$ cat src/rtl/normal_multiplier_if.sv
// normal_multiplier_if: operand/product bus of the GF(4) normal-basis multiplier.
interface normal_multiplier_if;
    logic       in_valid;
    logic [1:0] x;
    logic [1:0] y;
    logic [1:0] result;
    logic       out_valid;
    modport master (output in_valid, x, y, input result, out_valid);
    modport slave (input in_valid, x, y, output result, out_valid);
endinterface

$ cat src/rtl/normal_multiplier.sv
// normal_multiplier: GF(2^2) product in normal basis {W^2, W}, pipelined LATENCY stages with a valid chain.
module normal_multiplier #(
    parameter int LATENCY = 1
) (
    input  logic                clk,
    input  logic                rst_n,
    normal_multiplier_if.slave  bus
);
    if (LATENCY < 1 || LATENCY > 4) begin : g_bad_latency
        $error("normal_multiplier: LATENCY must be in 1..4");
    end
    logic                        t;
    logic [1:0]                  prod;
    logic [LATENCY-1:0][1:0]     data_q;
    logic [LATENCY-1:0]          valid_q;
    // t is the shared cross term; adding it to both coefficients folds in the W*W^2 = 1 terms
    assign t    = (bus.x[1] ^ bus.x[0]) & (bus.y[1] ^ bus.y[0]);
    assign prod = {(bus.x[1] & bus.y[1]) ^ t, (bus.x[0] & bus.y[0]) ^ t};
    always_ff @(posedge clk or negedge rst_n) begin
        if (!rst_n) begin
            data_q  <= '0;
            valid_q <= '0;
        end else begin
            data_q[0]  <= prod;
            valid_q[0] <= bus.in_valid;
            for (int i = 1; i < LATENCY; i++) begin
                data_q[i]  <= data_q[i-1];
                valid_q[i] <= valid_q[i-1];
            end
        end
    end
    assign bus.result    = data_q[LATENCY-1];
    assign bus.out_valid = valid_q[LATENCY-1];
endmodule

$ cat src/flat_wrapper.sv
// flat-port wrapper written by rule: the top's interface ports become plain ports
module normal_multiplier_flat 
#(
    parameter int LATENCY = 1
)
  (clk, rst_n, bus_in_valid, bus_x, bus_y, bus_result, bus_out_valid);
  normal_multiplier_if bus_i ();
  input  logic clk;
  input  logic rst_n;
  input wire logic [$bits(bus_i.in_valid)-1:0] bus_in_valid;
  input wire logic [$bits(bus_i.x)-1:0] bus_x;
  input wire logic [$bits(bus_i.y)-1:0] bus_y;
  output wire logic [$bits(bus_i.result)-1:0] bus_result;
  output wire logic [$bits(bus_i.out_valid)-1:0] bus_out_valid;
  assign bus_i.in_valid = bus_in_valid;
  assign bus_i.x = bus_x;
  assign bus_i.y = bus_y;
  assign bus_result = bus_i.result;
  assign bus_out_valid = bus_i.out_valid;
  normal_multiplier #(.LATENCY(LATENCY)) u_core (.clk(clk), .rst_n(rst_n), .bus(bus_i));
endmodule
$ cat config.mk
export PLATFORM = sky130hd
export DESIGN_NAME = normal_multiplier_flat
export DESIGN_NICKNAME = d
export VERILOG_FILES = /design/src/rtl/normal_multiplier_if.sv /design/src/rtl/normal_multiplier.sv /design/src/flat_wrapper.sv
export SDC_FILE = /design/constraint.sdc
export NUM_CORES = 1
export LEC_CHECK = 0
export CAP_MARGIN = 10
export CORE_AREA = 2 2 39 41
export DETAILED_ROUTE_END_ITERATION = 16
export DIE_AREA = 0 0 41 43
export PLACE_DENSITY = 0.3
export SLEW_MARGIN = 30
export SYNTH_ARGS = -nofsm -noshare
export SYNTH_HDL_FRONTEND = slang
export SYNTH_SLANG_ARGS = --single-unit
$ cat constraint.sdc
create_clock -name clk -period 0.81 [get_ports clk]
set_input_delay 0.081 -clock clk [delete_from_list [all_inputs] [get_ports clk]]
set_output_delay 0.081 -clock clk [all_outputs]
set_load 0.05 [all_outputs]
==> out/results.tsv <==
stage	metric	value	unit
hold_path	HP Class	input port to async pin	
die	Cell Rows	14	
grt	total gr overflow	0	
route	TritonRoute pass-1 iters	1	
route	WL per Instance	8.489	um
cts	CTS tree	built	
timing	Worst-Margin Slew	162.9	ps
layout	fill count	149	
status	failing checks	setup timing	
timing	final hold vios	0	
cts	clock buffer depth	2	
critical_path	Critical Path Source Type	flip-flop	
critical_path	Largest stage delay, worst path	390	ps
grt	first-pass GRT wire length	558	um
yosys	Seq/Total Area, Yosys	0.5217	
timing	Max Freq	1.173	GHz
grt	largest net degree at the start of global routing	6	
critical_path	Required @ worst endpoint	730	ps
layout	nets@finish	37	
cts	Clock Pin Slew Worst Setup and Hold Paths	40	ps
route	routed wl met2	193	um
layout	commonest cells after routing, fill and taps aside	dlygate4sd2_1, clkbuf_4, buf_12, buf_4, dfrtp_1	
route	DRT met1 WL	131	um
layout	synthesis-to-finish area growth	127.8	%
timing	final worst-path cycle share	1.052	
route	Post-DRT Antenna Nets	0	
placed_design	I/O Buffers	9	
layout	most common cell after layout, fill and taps aside	dlygate4sd2_1	
yosys	post-synthesis register bit count	3	
route	DRC	0	
route	Vias per Instance	3.511	
power	Worst VDD drop	0.2685	mV
critical_path	crit path buf inv count	1	
grt	vias in the first global route	146	
power	net switching power	159.0	uW
route	Post-Route WL	382	um
cts	clock sinks	3	
power	Leakage	0.0001455	uW
die	die width	41	um
critical_path	Critical Path Sink Type	output pin	
critical_path	critical path class	flip-flop to output pin	
timing	Final Setup Violations	3	
layout	antenna diode count	0	
timing	Worst Slack Setup Final	-42.45	ps
cts	clock buffer count from CTS	3	
yosys	Mapped Area	143.9	um2
run	number of max-cap violations	0	
timing	Total Neg Setup Slack	-123.3	ps
status	outcome	finished with violations	
die	Initial Util	0.1040	
critical_path	CP max-delay cell	dfrtp_1	
yosys	synth warn	0	
timing	RSZ-0062 raised after global routing	true	
die	I/O pin count	10	
power	sequential power share	0.289	
yosys	syn nets	20	
yosys	syn avg cell area	11.07	um2
die	Die H	43	um
critical_path	crit-path leading delay family	flip-flops	
power	clock share of power	0.438	
placed_design	DP Worst Slack	-495.0	ps
critical_path	Crit Path Max Fanout	1	
timing	Slew Limit Fails	0	
yosys	Synth cell types	8	
die	die footprint	1763	um2
power	Pint	436.0	uW
power	PwrDens	1815	nW/um2
timing	Worst slew margin	0.8909	
timing	worst hold margin	32.08	ps
power	logic gate share of total power	0.273	
die	total core area	1384	um2
grt	initial antenna violation count	0	
cts	CTS Hold Buffers Added	0	
cts	H-tree depth	1	
power	Switching Fraction	0.2672	
grt	Total GRT Usage	0.05321	
route	metal3 WL	56	um
layout	share of layout cells above drive strength 1	0.4138	
route	Starting DRT DRC Count	0	
cts	Root Buffer Master	clkbuf_4	
placed_design	GP Congestion	0.5767	
critical_path	Levels on crit path	1	
timing	fin crit period	852.5	ps
critical_path	crit path cell chain	buf_12	
critical_path	crit path DAT	770	ps
route	Vias	158	
yosys	Syn Inst Count	13	
route	DR top layer	met3	
-- per-stage QoR --
stage	area [um2]	total power [uW]	utilization	cells
2_1_floorplan	143.9	233.3	-	13
3_3_place_gp	306.5	345.6	0.2215	41
3_5_place_dp	306.5	345.7	0.2215	41
4_1_cts	327.8	617.6	0.2369	45
5_1_grt	327.8	637.8	0.2369	45
6_report	327.8	595.0	0.2369	45
-- final timing paths --
kind / end / slack [ps] / start
worst max-delay path: bus_result[1] / -40 / u_core.bus.result[1]$_DFF_PN0_
worst min-delay path: u_core.bus.result[0]$_DFF_PN0_ / 30 / rst_n
max in group asynchronous: u_core.bus.out_valid$_DFF_PN0_ / 630 / rst_n
min in group clk: u_core.bus.out_valid$_DFF_PN0_ / 300 / bus_in_valid
-- state kept, by name, summed over array words and instances, names as in the netlist --
signal and count:
u_core.bus.out_valid 1, u_core.bus.result 2
-- synthesized netlist by cell type --
library cell	instances	area (um2)
mux2_2	2	22.52
nor2_1	2	7.510
nand3_1	1	5.000
dfrtp_1	3	75.07
a32o_1	1	10.01
nand2_1	2	7.510
o211ai_1	1	7.510
nand2b_2	1	8.760
-- kinds of logic (layout without fill, tap and decap cells) --
kind of cell	count (synthesis)	after routing	synth area share
mux	2	2	0.1565
simple gates	6	6	0.2000
compound gates	2	2	0.1218
flops	3	3	0.5217
buf+inv	0	16	0
-- power groups by stage --
stage	Clock [uW]	Sequential (uW)	Combinational, uW
detailed placement	0	174	172
floorplan	0	210	23.3
CTS	281	172	165
finish	260	172	163
global placement	0	174	172
global route	293	172	173
-- metal layers --
layer	GRT usage	vias to the layer above
met1	0.04823	70
met3	0.02094	0
met2	0.06875	10
li1	-	78
met4	0.08000	0
met5	0	-
-- layout make-up --
cell class                      instances  area (um2)  area share
Clock buffer                            4       26.28     0.08015
Multi-Input combinational cell         10       68.82      0.2099
Sequential cell                         3       75.07      0.2290
Tap cell                               16       20.02     0.06107
Timing Repair Buffer                   12       137.6      0.4198
-- timing repair --
item | CTS | global route
resized for setup | 4 | 0
endpoints found under the setup margin | 5 | 3
cloned | 0 | 0
setup buffers | 0 | 0
Power figures use the tool's default switching activity.
